`config.mk`:
```
export PLATFORM = sky130hd
export DESIGN_NAME = code_lock_ctrl_flat
export DESIGN_NICKNAME = d
export VERILOG_FILES = /design/src/rtl/lock_pkg.sv /design/src/rtl/code_lock_ctrl_if.sv /design/src/rtl/lock_timer.sv /design/src/rtl/code_lock_ctrl.sv /design/src/flat_wrapper.sv
export SDC_FILE = /design/constraint.sdc
export NUM_CORES = 1
export LEC_CHECK = 0
export BUFFER_PORTS_ARGS = -buffer_cell sky130_fd_sc_hd__buf_4
export CORE_AREA = 2 2 39 41
export DETAILED_ROUTE_END_ITERATION = 12
export DIE_AREA = 0 0 41 43
export HOLD_SLACK_MARGIN = 0.08
export PLACE_DENSITY = 0.65
export SLEW_MARGIN = 10
export SYNTH_ARGS = -nofsm -noshare
export SYNTH_HDL_FRONTEND = slang
export SYNTH_SLANG_ARGS = --single-unit
export TNS_END_PERCENT = 20
```
`constraint.sdc`:
```
create_clock -name clk -period 2.25 [get_ports clk]
set_input_delay 0 -clock clk [delete_from_list [all_inputs] [get_ports clk]]
set_output_delay 0 -clock clk [all_outputs]
set_load 0.1 [all_outputs]
```
`src/rtl/lock_pkg.sv`:
```
// Shared types and defaults for the code lock controller.
// Contents: the lock_state_t FSM state type, the default parameter values,
// and a small max helper used for sizing the shared timer.
package lock_pkg;

  typedef enum logic [1:0] {
    LOCKED  = 2'd0,
    OPEN    = 2'd1,
    LOCKOUT = 2'd2
  } lock_state_t;

  localparam int DEF_OPEN_CYCLES    = 8;
  localparam int DEF_MAX_FAILS      = 3;
  localparam int DEF_LOCKOUT_CYCLES = 16;

  function automatic int max_int(input int a, input int b);
    return (a > b) ? a : b;
  endfunction

endpackage

```
`src/rtl/code_lock_ctrl_if.sv`:
```
// Keypad/detector-side bundle for the code lock controller.
// Signals:
//   match_i    - detector final-state level
//   attempt_i  - one-cycle enter strobe
//   relock_i   - early relock request
//   unlock_o   - lock actuator drive
//   alarm_o    - lockout alarm
//   fail_cnt_o - consecutive-failure count, FW bits wide
// Modports:
//   master - keypad/detector side
//   slave  - lock controller side
interface code_lock_ctrl_if #(
  parameter int FW = 2
);
  logic          match_i;
  logic          attempt_i;
  logic          relock_i;
  logic          unlock_o;
  logic          alarm_o;
  logic [FW-1:0] fail_cnt_o;

  modport master (
    output match_i, attempt_i, relock_i,
    input  unlock_o, alarm_o, fail_cnt_o
  );

  modport slave (
    input  match_i, attempt_i, relock_i,
    output unlock_o, alarm_o, fail_cnt_o
  );
endinterface

```
`src/rtl/lock_timer.sv`:
```
// Loadable down-counter shared by the OPEN and LOCKOUT windows.
// Ports:
//   clk, rst  - clock and synchronous active-low reset
//   load      - load load_val (takes priority over counting)
//   load_val  - value loaded on entry to a timed state
//   en        - decrement enable
//   zero      - counter currently at 0
// Behaviour: the counter stops at 0 and never wraps.
module lock_timer #(
  parameter int W = 5
) (
  input  logic         clk,
  input  logic         rst,
  input  logic         load,
  input  logic [W-1:0] load_val,
  input  logic         en,
  output logic         zero
);
  logic [W-1:0] cnt;

  always_ff @(posedge clk) begin
    if (!rst) begin
      cnt <= '0;
    end else if (load) begin
      cnt <= load_val;
    end else if (en && (cnt != '0)) begin
      cnt <= cnt - W'(1);
    end
  end

  assign zero = (cnt == '0);
endmodule

```
`src/rtl/code_lock_ctrl.sv`:
```
// Code lock controller: consumes the sequence detector's match level and the
// keypad enter strobe, drives the lock actuator, counts consecutive wrong
// entries and raises a timed lockout alarm when the limit is reached.
//
// Ports:
//   clk, rst  - clock and synchronous active-low reset
//   bus       - code_lock_ctrl_if.slave
//               (match_i, attempt_i, relock_i in;
//                unlock_o, alarm_o, fail_cnt_o out)
//
// state   | meaning
// --------+------------------------------------------------------------
// LOCKED  | idle, waiting for an entry; wrong entries counted
// OPEN    | actuator driven for OPEN_CYCLES or until relock
// LOCKOUT | alarm driven for LOCKOUT_CYCLES; all inputs ignored
module code_lock_ctrl
  import lock_pkg::*;
#(
  parameter int OPEN_CYCLES    = DEF_OPEN_CYCLES,
  parameter int MAX_FAILS      = DEF_MAX_FAILS,
  parameter int LOCKOUT_CYCLES = DEF_LOCKOUT_CYCLES
) (
  input logic             clk,
  input logic             rst,
  code_lock_ctrl_if.slave bus
);
  localparam int TW = $clog2(max_int(OPEN_CYCLES, LOCKOUT_CYCLES) + 1);
  localparam int FW = $clog2(MAX_FAILS + 1);

  localparam logic [TW-1:0] OPEN_LOAD  = TW'(OPEN_CYCLES - 1);
  localparam logic [TW-1:0] LOCK_LOAD  = TW'(LOCKOUT_CYCLES - 1);
  localparam logic [FW:0]   FAIL_LIMIT = (FW + 1)'(MAX_FAILS);
  localparam logic [FW-1:0] FAIL_SAT   = FW'(MAX_FAILS);

  lock_state_t   state;
  logic [FW-1:0] fail_cnt;
  logic          unlock_q;
  logic          alarm_q;

  logic          accept;
  logic          reject;
  logic          fail_limit;
  logic [FW:0]   fail_inc;
  logic          tmr_load;
  logic [TW-1:0] tmr_load_val;
  logic          tmr_en;
  logic          tmr_zero;

  // One extra bit on the increment so the limit compare cannot wrap.
  always_comb begin
    fail_inc     = {1'b0, fail_cnt} + (FW + 1)'(1);
    accept       = (state == LOCKED) && bus.attempt_i && bus.match_i;
    reject       = (state == LOCKED) && bus.attempt_i && !bus.match_i;
    fail_limit   = (fail_inc >= FAIL_LIMIT);
    tmr_load     = accept || (reject && fail_limit);
    tmr_load_val = accept ? OPEN_LOAD : LOCK_LOAD;
    tmr_en       = (state == OPEN) || (state == LOCKOUT);
  end

  lock_timer #(
    .W (TW)
  ) u_timer (
    .clk      (clk),
    .rst      (rst),
    .load     (tmr_load),
    .load_val (tmr_load_val),
    .en       (tmr_en),
    .zero     (tmr_zero)
  );

  // Outputs are registered alongside the state, set from the state being
  // entered, so they always equal a decode of the registered state.
  always_ff @(posedge clk) begin
    if (!rst) begin
      state    <= LOCKED;
      fail_cnt <= '0;
      unlock_q <= 1'b0;
      alarm_q  <= 1'b0;
    end else begin
      case (state)
        LOCKED: begin
          unlock_q <= 1'b0;
          alarm_q  <= 1'b0;
          if (accept) begin
            state    <= OPEN;
            fail_cnt <= '0;
            unlock_q <= 1'b1;
          end else if (reject) begin
            if (fail_limit) begin
              state    <= LOCKOUT;
              fail_cnt <= FAIL_SAT;
              alarm_q  <= 1'b1;
            end else begin
              fail_cnt <= fail_inc[FW-1:0];
            end
          end
        end
        OPEN: begin
          fail_cnt <= '0;
          alarm_q  <= 1'b0;
          unlock_q <= 1'b1;
          if (bus.relock_i || tmr_zero) begin
            state    <= LOCKED;
            unlock_q <= 1'b0;
          end
        end
        LOCKOUT: begin
          unlock_q <= 1'b0;
          alarm_q  <= 1'b1;
          if (tmr_zero) begin
            state    <= LOCKED;
            fail_cnt <= '0;
            alarm_q  <= 1'b0;
          end
        end
        default: begin
          state    <= LOCKED;
          fail_cnt <= '0;
          unlock_q <= 1'b0;
          alarm_q  <= 1'b0;
        end
      endcase
    end
  end

  assign bus.unlock_o   = unlock_q;
  assign bus.alarm_o    = alarm_q;
  assign bus.fail_cnt_o = fail_cnt;
endmodule

```
`src/flat_wrapper.sv`:
```
// flat-port wrapper written by rule: the top's interface ports become plain ports
module code_lock_ctrl_flat import lock_pkg::*;
#(
  parameter int OPEN_CYCLES    = DEF_OPEN_CYCLES,
  parameter int MAX_FAILS      = DEF_MAX_FAILS,
  parameter int LOCKOUT_CYCLES = DEF_LOCKOUT_CYCLES
)
  (clk, rst, bus_match_i, bus_attempt_i, bus_relock_i, bus_unlock_o, bus_alarm_o, bus_fail_cnt_o);
  code_lock_ctrl_if bus_i ();
  input logic clk;
  input logic rst;
  input wire logic [$bits(bus_i.match_i)-1:0] bus_match_i;
  input wire logic [$bits(bus_i.attempt_i)-1:0] bus_attempt_i;
  input wire logic [$bits(bus_i.relock_i)-1:0] bus_relock_i;
  output wire logic [$bits(bus_i.unlock_o)-1:0] bus_unlock_o;
  output wire logic [$bits(bus_i.alarm_o)-1:0] bus_alarm_o;
  output wire logic [$bits(bus_i.fail_cnt_o)-1:0] bus_fail_cnt_o;
  assign bus_i.match_i = bus_match_i;
  assign bus_i.attempt_i = bus_attempt_i;
  assign bus_i.relock_i = bus_relock_i;
  assign bus_unlock_o = bus_i.unlock_o;
  assign bus_alarm_o = bus_i.alarm_o;
  assign bus_fail_cnt_o = bus_i.fail_cnt_o;
  code_lock_ctrl #(.OPEN_CYCLES(OPEN_CYCLES), .MAX_FAILS(MAX_FAILS), .LOCKOUT_CYCLES(LOCKOUT_CYCLES)) u_core (.clk(clk), .rst(rst), .bus(bus_i));
endmodule
```
# [Yosys cells after proc, flatten, opt, wreduce, memory -nomap -nowiden]
# Index checks and enable logic that the tools add are counted.
[op_classes] add_sub_neg=2 magnitude_cmp=1 n_eq_ne=6 mux=21 n_reduce_logical=15
[ops] op="two-way mux 2 bit" count=8
[ops] op="two-way mux 5 bit" count=2
[ops] op="two-way mux 1 bit" count=6
[ops] op="!= test 3 x 1 -> 1 bit, second input constant" count=2
[ops] op="one-hot mux 2 bit (3 select lines)" count=1
[ops] op="logical AND 1 bit" count=5
[ops] op="logical NOT 5 bit" count=1
[ops] op="nonzero test 5 bit" count=1
[ops] op="subtractor 5 x 1 -> 5 bit, second input constant" count=1
[ops] op="two-way mux 4 bit" count=1
[ops] op="one-hot mux 1 bit (2 select lines)" count=2
[ops] op="one-hot mux 2 bit (2 select lines)" count=1
[ops] op="AND reduction 4 bit" count=1
[ops] op="adder 2 x 1 -> 3 bit, second input constant" count=1
[ops] op=">= comparator 3 x 2 -> 1 bit, second input constant" count=1
[ops] op="logical OR 1 bit" count=3
[ops] op="equality test 2 x 1 -> 1 bit, second input constant" count=1
[ops] op="equality test 2 bit, second input constant" count=1
[ops] op="logical NOT 2 bit" count=1
[ops] op="!= test 2 x 1 -> 1 bit, second input constant" count=1
[ops] op="!= test 2 bit, second input constant" count=1
[ops] op="AND reduction 2 bit" count=1
[ops] op="nonzero test 2 bit" count=1
[ops] op="logical NOT 1 bit" count=1
[word_totals] reg_bits=11 input_bits=5 output_inout_bits=4 elab_cells=50

# [Logic depth before layout (Yosys ltp)]
# Gate-level depths: netlist of run 1.
[logic_depth] word_depth=6 depth_mapped=7 ltp_nobuf=6

# [By module]
# From an unflattened synthesis of run 1, not the netlist that was laid out.
[unflattened] hier_cells=79 area_unflattened_um2=633.1
[modules_own_cells] module="code_lock_ctrl" instances=1 cells_each=42 area_each_um2=334.1 seq_area_each_um2=120.1
[modules_own_cells] module="lock_timer" instances=1 cells_each=37 area_each_um2=299.0 seq_area_each_um2=100.1

# [Least setup slack after synthesis of run 1]
# Ideal clock, no wire load.
[synth_timing] path_kind="reg-to-reg" startpoint="register u_core.u_timer.cnt[0]" endpoint="register u_core.u_timer.cnt[3]" setup_ns=0.126 t_arrival_ns=1.557 t_required_ns=2.124 setup_slack_ns=0.566 stages_incl_launch_ff=8 n_path_buf=1 synth_period_minus_slack_ns=1.684 path_cell_list="dfxtp_1 inv_1 ha_1 or4b_4 buf_6 and2_4 o311ai_1 a21oi_1"
[synth_via] elab_chain_cells=3 elab_cells_between_ends=6 classes_between="1 x add/sub; 2 x mux; 3 x reduce/logical"
[synth_lines] element="from (decl)" line="lock_timer.sv:19" text="logic [W-1:0] cnt;"
[synth_lines] element="from (signal assigned)" line="lock_timer.sv:25" text="cnt <= load_val;"
[synth_lines] element="from (signal assigned)" line="lock_timer.sv:27" text="cnt <= cnt - W'(1);"
[synth_lines] element="subtractor 5 x 1 -> 5 bit or nonzero test 5 bit (tied branches)" line="lock_timer.sv:27, lock_timer.sv:26"
[synth_lines] element="two-way mux 5 bit or logical AND 1 bit (tied branches)" line="lock_timer.sv:26" text="end else if (en && (cnt != '0)) begin"
[synth_lines] element="two-way mux 5 bit or nonzero test 2 bit (tied branches)"
# Several ways; a longest one is shown, not always the timed one. The select of a mux whose other input is x is not followed.
# A chain may end at the register's enable or synchronous reset.

# [Final worst setup path of run 1]
# Ends and elaborated chain as after synthesis.

==> key figures, run 1 <==
Flow run
  – # Max-Cap Violations: 0

STA
  – Fmax: 574 MHz
  – Setup TNS: 0 ns
  – Slew headroom: 0.784
  – Max-slew violation total from the final report: 0
  – Worst Tran Pin Value: 0.322 ns
  – Fin crit period: 1.74 ns
  – Final period util: 0.775
  – Worst clock skew: 0.00556 ns
  – Unrepaired setup endpoints after global routing: no
  – Final hold slack: 0.478 ns
  – Final hold vios: 0
  – Setup violators final: 0

Clocking
  – Root Driver: clkbuf_4
  – Post-CTS Repair Setup Buffers: 0
  – Number of CTS-inserted buffers: 3
  – CTS HTree Levels: 1
  – TritonCTS Sinks: 11
  – Maximum clock path buffer count: 2
  – Later-pin clock latency in the skew report: 0.26 ns
  – CTS tree: built
  – Clk pin slew, worst setup/hold paths: 0.07 ns

Die
  – Num rows: 14
  – Top-Level Pins: 9
  – Core Region: 1380 um^2
  – Die ar.: 1760 um^2
  – Die W: 41 um
  – Initial Utilization: 0.430
  – Die Ht: 43 um

Power
  – Sw frac: 0.470
  – Comb pwr share: 0.562
  – Leak: 0.304 nW
  – Clock power share: 0.134
  – Pwr Density: 1350 nW/um^2
  – Reg power frac: 0.304
  – Switching Power: 0.000468 W
  – Maximum vdd drop: 566 uV
  – Internal: 0.000528 W

Routing
  – Final WL: 1170 um
  – Detail Route Antenna Nets: 0
  – DRC: 0
  – Pre-antenna DRT Iters: 2
  – First DRT Iteration DRCs: 2
  – DR vias: 505
  – Drt wl/cell: 11.8 um
  – Vias per cell: 5.10

Final layout
  – Share of cells above drive strength 1: 0.181
  – Fillers: 139
  – Inserted Diodes: 0
  – Area added between synthesis and finish: 23.7%
  – Number of nets in the layout: 93

GRT
  – Pin count of the biggest net entering global routing: 15
  – Vias in the first global route: 464
  – Initial antenna violation count: 0
  – Grt total ovfl: 0
  – First-pass GRT wire length: 1850 um
  – Total track usage: 0.158

Synth
  – Synth cell types: 27
  – Top-area cell type share of the netlist area: 0.370
  – Asr flop ratio synth: 0
  – EDFF count, synth: 0
  – Cells after Synth: 68
  – Mapped Area: 596 um^2
  – Synth Flop Type: dfxtp_1
  – Post-synthesis sequential area ratio: 0.370
  – Post-synth top area cell: dfxtp_1
  – Syn_nets: 77
  – #FFs+latches synth: 11
  – Mapped Avg Cell Area: 8.76 um^2
  – Dominant cells by area after synthesis: dfxtp_1, ha_1, nand2_1, a21oi_1, a21boi_0
  – Yosys warning count: 0

Setup path
  – Crit Path Class: flop to flop
  – CP endpoint kind: flop
  – Crit. Startpoint: u_core.u_timer.cnt[0]$_SDFFE_PN0P_
  – Worst r2r src: u_core.u_timer.cnt[0]$_SDFFE_PN0P_
  – CP Data Required Time: 2.40 ns
  – Crit-path max FO: 8
  – CP arrival: 1.89 ns
  – CP startpoint kind: flop

Placed design
  – RePlAce Congestion: 0.666
  – PortBufs: 8
  – Dpl hpwl: 847 um

Run status
  – Status: complete, no violations

Hold path
  – Worst Hold Class: flop to flop
  – Hold path start: u_core.u_timer.cnt[4]$_SDFFE_PN0P_
[power by group through the flow]
stage	clock, W	combinational, W	sequential (W)
6_report	0.000133	0.000559	0.000303
5_1_grt	0.000149	0.000614	0.000312
4_1_cts	0.000139	0.000563	0.000302
3_5_place_dp	0	0.000553	0.000306
3_3_place_gp	0	0.000538	0.000305
2_1_floorplan	0	0.000361	0.000421
[state kept, by name, indices dropped and copies added (netlist names)]
| signal | flops |
|---|---|
| u_core.bus.alarm_o | 1 |
| u_core.bus.fail_cnt_o | 2 |
| u_core.bus.unlock_o | 1 |
| u_core.state | 2 |
| u_core.u_timer.cnt | 5 |
[per-stage QoR]
stage	util	power [W]	setup slack [ns]	instances	area, um^2
after floorplan	-	0.000782	0.566	68	596
after global placement	0.477	0.000843	0.588	90	661
after detailed placement	0.477	0.000859	0.511	90	661
after CTS	0.533	0.00100	0.498	99	737
after global routing	0.533	0.00108	0.423	99	737
final	0.533	0.000996	0.507	99	737
[layer usage]
metal / global-route usage / vias up / part of all wire
met1: 0.185 / 228 / 0.51
met5: 0 / - / 0
li1: - / 271 / -
met2: 0.247 / 4 / 0.46
met3: 0.0314 / 2 / 0.026
met4: 0.100 / 0 / 0.0077
[final cells by class]
class                      instances  area, um^2  share of cell area
inverter                           5        18.8              0.0255
timing repair buffer              13         110               0.149
clock buffer                       4        26.3              0.0357
multi-input combinational         50         342               0.463
sequential                        11         220               0.299
tap                               16        20.0              0.0272
[cell families (layout without fill, tap and decap cells)]
family                   Yosys count  count (layout)  synth area share
AND/OR/NAND/NOR                   22              22             0.206
AO/OA/AOI/OAI                     21              21             0.235
flip-flops                        11              11             0.370
buffers and inverters              7              22            0.0567
adder cells (fa/ha/maj)            4               4            0.0840
multiplexers                       2               2            0.0336
XOR/XNOR                           1               1            0.0147
[synth_stat cells (2+ instances only)]
| cell | instances |
|---|---|
| dfxtp_1 | 11 |
| a21oi_1 | 6 |
| inv_1 | 5 |
| ha_1 | 4 |
| o21a_1 | 2 |
| o21ai_0 | 2 |
| nor2_1 | 2 |
| nand3_1 | 2 |
| nand2_1 | 10 |
| mux2i_1 | 2 |
| a21boi_0 | 4 |
| o21ai_1 | 2 |
| nor2b_1 | 2 |
[layout by cell type (no fill, tap or decap), types with 2 or more instances in the layout]
master	count
nor2_1	2
a21oi_1	6
ha_1	4
a21boi_0	4
dlygate4sd3_1	5
nor2b_1	2
o21ai_1	2
nand3_1	2
buf_4	8
dfxtp_1	11
mux2i_1	2
clkbuf_4	3
inv_1	5
o21a_1	2
nand2_1	10
o21ai_0	2
[worst max-delay path, cell delays in order (launching register included)]
cell and delay [ns]:
dfxtp_1 0.31, inv_1 0.08, ha_1 0.18, or4b_4 0.53
and2_4 0.20, o311ai_1 0.26, a21oi_1 0.06
[worst paths after layout]
check,to,slack [ns],depth (start not counted)
worst max-delay path,u_core.u_timer.cnt[3]$_SDFFE_PN0P_,0.51,6
worst min-delay path,u_core.u_timer.cnt[4]$_SDFFE_PN0P_,0.48,2
worst max register to register,u_core.u_timer.cnt[3]$_SDFFE_PN0P_,0.51,6
worst min register to register,u_core.u_timer.cnt[4]$_SDFFE_PN0P_,0.48,2
[timing repair]
action	CTS	global route
gates resized for setup	0	0
endpoints found under the setup margin	0	0
hold endpoints to repair	9	0
hold buffers	5	0
Power figures use the tool's default switching activity.
==> run 2: changes to the inputs <==
Clock period 2.25 ns to 1.75 ns, I/O delays scaled along.
==> key figures, run 2 (synthesis results as in run 1) <==
Power
  – Pwr Density: 1770 nW/um^2 (was 1350 nW/um^2)
  – Overall power: 0.00135 W (was 0.000996 W)
  – Leak: 0.313 nW (was 0.304 nW)
  – Maximum vdd drop: 808 uV (was 566 uV)

Final layout
  – Area added between synthesis and finish: 27.9% (was 23.7%)
  – Inserted Diodes: 0 (unchanged)
  – Final core occ: 0.551 (was 0.533)
  – Fillers: 138 (was 139)
  – Largest Register: u_core.u_timer.cnt (unchanged)
  – Footprint of the multi-input gates: 352 um^2 (was 342 um^2)
  – Most frequent cells in the layout: dfxtp_1, nand2_1, buf_4 (unchanged)
  – Sequential Area: 220 um^2 (unchanged)
  – Commonest non-fill, non-tap cell in the layout: dfxtp_1 (unchanged)
  – Number of flip-flops in the largest register: 5 (unchanged)
  – Share of cells above drive strength 1: 0.224 (was 0.181)
  – Number of nets in the layout: 95 (was 93)
  – Cell Count, Final, Fillers Out: 101 (was 99)

Die
  – Initial Utilization: 0.430 (unchanged)
  – Core Region: 1380 um^2 (unchanged)
  – Top-Level Pins: 9 (unchanged)
  – Die ar.: 1760 um^2 (unchanged)
  – Die Ht: 43 um (unchanged)
  – Num rows: 14 (unchanged)
  – Die W: 41 um (unchanged)

Clocking
  – Maximum clock path buffer count: 2 (unchanged)
  – TritonCTS Sinks: 11 (unchanged)
  – Number of CTS-inserted buffers: 3 (unchanged)
  – Later-pin clock latency in the skew report: 0.26 ns (about the same)
  – CTS HTree Levels: 1 (unchanged)
  – Root Driver: clkbuf_4 (unchanged)
  – Clk pin slew, worst setup/hold paths: 0.07 ns (about the same)
  – CTS tree: built (unchanged)

Setup path
  – CP endpoint kind: flop (unchanged)
  – Reg2reg setup slack: 0.07 ns (was 0.51 ns)
  – CP startpoint kind: flop (unchanged)
  – Crit Path Class: flop to flop (unchanged)
  – Crit-path max FO: 6 (was 8)
  – CP Data Required Time: 1.90 ns (was 2.40 ns)
  – CP arrival: 1.83 ns (was 1.89 ns)

Hold path
  – Worst Hold Class: flop to flop (unchanged)

Routing
  – Final WL: 1190 um (was 1170 um)
  – Pre-antenna DRT Iters: 4 (was 2)
  – First DRT Iteration DRCs: 6 (was 2)
  – Vias per cell: 5.09 (was 5.10)
  – Detail Route Antenna Nets: 0 (unchanged)
  – DR vias: 514 (was 505)
  – DRC: 0 (unchanged)
  – Drt wl/cell: 11.8 um (about the same)

Flow run
  – # Max-Cap Violations: 0 (unchanged)

GRT
  – Vias in the first global route: 469 (was 464)
  – Total track usage: 0.159 (was 0.158)
  – Initial antenna violation count: 0 (unchanged)
  – Pin count of the biggest net entering global routing: 15 (unchanged)
  – First-pass GRT wire length: 1860 um (was 1850 um)
  – Grt total ovfl: 0 (unchanged)

STA
  – Max-slew violation total from the final report: 0 (unchanged)
  – Worst clock skew: 0.00614 ns (was 0.00556 ns)
  – Unrepaired setup endpoints after global routing: no (unchanged)
  – Worst Tran Pin Value: 0.310 ns (was 0.322 ns)
  – Slew headroom: 0.791 (was 0.784)
  – Final hold vios: 0 (unchanged)
  – Fin crit period: 1.68 ns (was 1.74 ns)
  – Final period util: 0.962 (was 0.775)
  – Setup violators final: 0 (unchanged)
  – Setup TNS: 0 ns (unchanged)
  – Fmax: 594 MHz (was 574 MHz)

Run status
  – Status: complete, no violations (unchanged)

Placed design
  – # placed instances: 90 (unchanged)
  – RePlAce Congestion: 0.666 (unchanged)
  – Dpl hpwl: 847 um (unchanged)
  – PortBufs: 8 (unchanged)
run 2: stage by stage:
stage	setup slack [ns]	area (um^2)	hold slack (ns)
after global placement	0.0876	661	0.320
after floorplan	0.0661	596	0.137
after detailed placement	0.0113	661	0.323
after CTS	0.0183	752	0.479
after global routing	0.00418	762	0.501
final	0.0671	762	0.480
run 2: final cells by class:
cell class	count	area share
inverters	5	0.0246
multi-input cells	50	0.461
clock buffers	4	0.0345
repair buffers	15	0.164
flip-flops and latches	11	0.289
well taps	16	0.0263
run 2: where the power goes:
part / total [W] / internal, W / switching (W)
registers: 0.000391 / 0.000326 / 0.0000655
logic: 0.000784 / 0.000319 / 0.000466
clock network: 0.000172 / 0.0000881 / 0.0000843
run 2: worst paths after layout:
check                                       end                               start  cells after the start
min reg2reg  u_core.u_timer.cnt[4]$_SDFFE_PN0P_  u_core.u_timer.cnt[4]$_SDFFE_PN0P_                      2
max          u_core.u_timer.cnt[3]$_SDFFE_PN0P_  u_core.u_timer.cnt[0]$_SDFFE_PN0P_                      6
max reg2reg  u_core.u_timer.cnt[3]$_SDFFE_PN0P_  u_core.u_timer.cnt[0]$_SDFFE_PN0P_                      6
min          u_core.u_timer.cnt[4]$_SDFFE_PN0P_  u_core.u_timer.cnt[4]$_SDFFE_PN0P_                      2
run 2: what timing repair did:
| item | CTS | global route |
|---|---|---|
| gates resized for setup | 0 | 2 |
| pin swaps | 0 | 1 |
| endpoints found under the setup margin | 1 | 1 |
| hold buffers | 5 | 0 |
| buffers inserted | 2 | 0 |
| endpoints found under the hold margin | 9 | 0 |
run 2: worst max-delay path, cell delays in order (launching register included):
cell      delay [ns]
dfxtp_1         0.31
inv_1           0.08
ha_2            0.18
or4b_4          0.51
and2_4          0.18
o311ai_2        0.24
a21oi_1         0.06
run 2: layer usage:
metal	up-vias	track usage	share of wire
li1	276	-	-
met1	232	0.188	0.51
met2	4	0.247	0.45
met3	2	0.0314	0.026
met4	0	0.100	0.0076
met5	-	0	0
==> run 3: changes to the inputs <==
Settings changed: ABC_AREA set to 1, PLACE_DENSITY 0.65 to 0.67, SKIP_LAST_GASP set to 1.
Clock period 1.75 ns to 1.8 ns, I/O delays scaled along.
==> key figures, run 3 <==
Routing
  – Pre-antenna DRT Iters: 2 (was 4)
  – First DRT Iteration DRCs: 8 (was 6)
  – DR vias: 558 (was 514)
  – Drt wl/cell: 9.60 um (was 11.8 um)
  – Detail Route Antenna Nets: 0 (unchanged)
  – Vias per cell: 4.73 (was 5.09)
  – DRC: 0 (unchanged)
  – Final WL: 1130 um (was 1190 um)

Final layout
  – Largest Register: u_core.u_timer.cnt (unchanged)
  – Fillers: 144 (was 138)
  – Most frequent cells in the layout: nand2_1, inv_1, dfxtp_1 (was dfxtp_1, nand2_1, buf_4)
  – Inserted Diodes: 0 (unchanged)
  – Area added between synthesis and finish: 21.8% (was 27.9%)
  – Cell Count, Final, Fillers Out: 118 (was 101)
  – Share of cells above drive strength 1: 0.167 (was 0.224)
  – Number of nets in the layout: 112 (was 95)
  – Commonest non-fill, non-tap cell in the layout: nand2_1 (was dfxtp_1)
  – Final core occ: 0.550 (was 0.551)
  – Number of flip-flops in the largest register: 5 (unchanged)

Synth
  – Main combinational cell family by area after synthesis: simple AND/OR/NAND/NOR gates (was compound AO/OA/AOI/OAI gates)
  – #FFs+latches synth: 11 (unchanged)
  – Post-synthesis sequential area ratio: 0.353 (was 0.370)
  – Mapped Area: 624 um^2 (was 596 um^2)
  – Top-area cell type share of the netlist area: 0.353 (was 0.370)
  – Dominant cells by area after synthesis: dfxtp_1, nand2_1, inv_1, a21oi_1, ha_1 (was dfxtp_1, ha_1, nand2_1, a21oi_1, a21boi_0)
  – Post-synth top cells: nand2_1, inv_1, dfxtp_1, a21oi_1, nor2_1 (was dfxtp_1, nand2_1, a21oi_1, inv_1)
  – Syn_nets: 96 (was 77)
  – Yosys warning count: 0 (unchanged)
  – EDFF count, synth: 0 (unchanged)
  – Post-synth top area cell: dfxtp_1 (unchanged)
  – Leading cell type by number of instances after synthesis: nand2_1 (was dfxtp_1)
  – Mapped Avg Cell Area: 7.18 um^2 (was 8.76 um^2)
  – Simple-gate share of the synthesized area: 0.267 (was 0.206)
  – Asr flop ratio synth: 0 (unchanged)
  – Fraction of synthesized area in multiplexers: 0 (was 0.0336)
  – Synth cell types: 18 (was 27)
  – Compound-Gate Fraction of Synth Area: 0.190 (was 0.235)
  – Cells after Synth: 87 (was 68)
  – Synth Flop Type: dfxtp_1 (unchanged)
  – Synth Area in Adders: 0.0802 (was 0.0840)
  – XOR/XNOR Fraction of Synth Area: 0.0140 (was 0.0147)

Clocking
  – Maximum clock path buffer count: 2 (unchanged)
  – Post-CTS Repair Setup Buffers: 0 (was 2)
  – Later-pin clock latency in the skew report: 0.27 ns (was 0.26 ns)
  – Number of CTS-inserted buffers: 3 (unchanged)
  – CTS tree: built (unchanged)
  – Root Driver: clkbuf_4 (unchanged)
  – Clk pin slew, worst setup/hold paths: 0.07 ns (about the same)
  – TritonCTS Sinks: 11 (unchanged)
  – CTS HTree Levels: 1 (unchanged)

Die
  – Core Region: 1380 um^2 (unchanged)
  – Top-Level Pins: 9 (unchanged)
  – Num rows: 14 (unchanged)
  – Die W: 41 um (unchanged)
  – Die Ht: 43 um (unchanged)
  – Die ar.: 1760 um^2 (unchanged)
  – Initial Utilization: 0.451 (was 0.430)

GRT
  – Grt total ovfl: 0 (unchanged)
  – Vias in the first global route: 488 (was 469)
  – Initial antenna violation count: 0 (unchanged)
  – First-pass GRT wire length: 1970 um (was 1860 um)
  – Total track usage: 0.169 (was 0.159)
  – Pin count of the biggest net entering global routing: 9 (was 15)

STA
  – Worst clock skew: 0.000927 ns (was 0.00614 ns)
  – Final hold vios: 0 (unchanged)
  – Max-slew violation total from the final report: 0 (unchanged)
  – Final period util: 0.755 (was 0.962)
  – Fin crit period: 1.36 ns (was 1.68 ns)
  – Setup TNS: 0 ns (unchanged)
  – Unrepaired setup endpoints after global routing: no (unchanged)
  – Worst Tran Pin Value: 0.279 ns (was 0.310 ns)
  – Slew headroom: 0.816 (was 0.791)
  – Setup violators final: 0 (unchanged)
  – Fmax: 736 MHz (was 594 MHz)

Hold path
  – Worst Hold Class: primary input to flop (was flop to flop)

Setup path
  – Crit-path max FO: 8 (was 6)
  – CP startpoint kind: flop (unchanged)
  – Crit Path Class: flop to flop (unchanged)
  – CP Data Required Time: 1.97 ns (was 1.90 ns)
  – CP arrival: 1.53 ns (was 1.83 ns)
  – CP endpoint kind: flop (unchanged)

Power
  – Pwr Density: 1990 nW/um^2 (was 1770 nW/um^2)
  – Maximum vdd drop: 680 uV (was 808 uV)
  – Overall power: 0.00151 W (was 0.00135 W)
  – Leak: 0.366 nW (was 0.313 nW)

Run status
  – Status: complete, no violations (unchanged)

Placed design
  – # placed instances: 111 (was 90)
  – PortBufs: 8 (unchanged)
  – Dpl hpwl: 905 um (was 847 um)
  – RePlAce Congestion: 0.761 (was 0.666)

Flow run
  – # Max-Cap Violations: 0 (unchanged)
run 3: per-stage QoR:
| stage | instance area, um^2 | hold slack [ns] | worst slack [ns] |
|---|---|---|---|
| after CTS | 761 | 0.0962 | 0.420 |
| after detailed placement | 704 | 0.268 | 0.435 |
| after global placement | 704 | 0.263 | 0.449 |
| final | 761 | 0.107 | 0.441 |
| after global routing | 761 | 0.143 | 0.307 |
| after floorplan | 624 | 0.105 | 0.141 |
run 3: critical path, cell delays in order (launching register included):
cell	delay, ns
dfxtp_1	0.31
inv_1	0.09
ha_1	0.26
nand3_4	0.14
a21oi_4	0.25
nand3_1	0.10
nand2_1	0.07
nor2_1	0.04
run 3: cell families (layout without fill, tap and decap cells):
kind of cell | after synthesis | after routing
fa+ha+maj | 4 | 4
buf+inv | 16 | 31
xor+xnor | 1 | 1
flops | 11 | 11
simple gates | 35 | 35
compound gates | 20 | 20
run 3: final timing paths:
path                                       from                            endpoint  slack (ns)  cells past startpoint
min reg2reg  u_core.u_timer.cnt[4]$_SDFFE_PN0P_  u_core.u_timer.cnt[4]$_SDFFE_PN0P_        0.48                      2
min                               bus_attempt_i      u_core.bus.unlock_o$_SDFF_PN0_        0.11                      3
max          u_core.u_timer.cnt[0]$_SDFFE_PN0P_        u_core.state[1]$_SDFFE_PN0P_        0.44                      7
max reg2reg  u_core.u_timer.cnt[0]$_SDFFE_PN0P_        u_core.state[1]$_SDFFE_PN0P_        0.44                      7
run 3: routing by layer:
layer  track usage  vias up  share of wire
met5             0        -              0
met4         0.120        0          0.032
met3        0.0314        5          0.044
met2         0.253       10           0.46
met1         0.203      237           0.46
li1              -      306              -
run 3: layout make-up:
| class | instances | area [um^2] | area share |
|---|---|---|---|
| Tap cell | 16 | 20.0 | 0.0263 |
| Timing Repair Buffer | 11 | 90.1 | 0.118 |
| Inverter | 16 | 60.1 | 0.0789 |
| Clock buffer | 4 | 26.3 | 0.0345 |
| Sequential cell | 11 | 220 | 0.289 |
| Multi-Input combinational cell | 60 | 344 | 0.452 |
run 3: what timing repair did:
item                      in CTS  in global routing
hold buffers                   3                  0
resized for setup              0                  0
hold endpoints to repair       8                  0
run 3: power breakdown:
part	internal, W	switching [W]
Clock	0.0000859	0.0000881
Combinational	0.000312	0.000627
Sequential	0.000329	0.0000695
Total	0.000728	0.000784
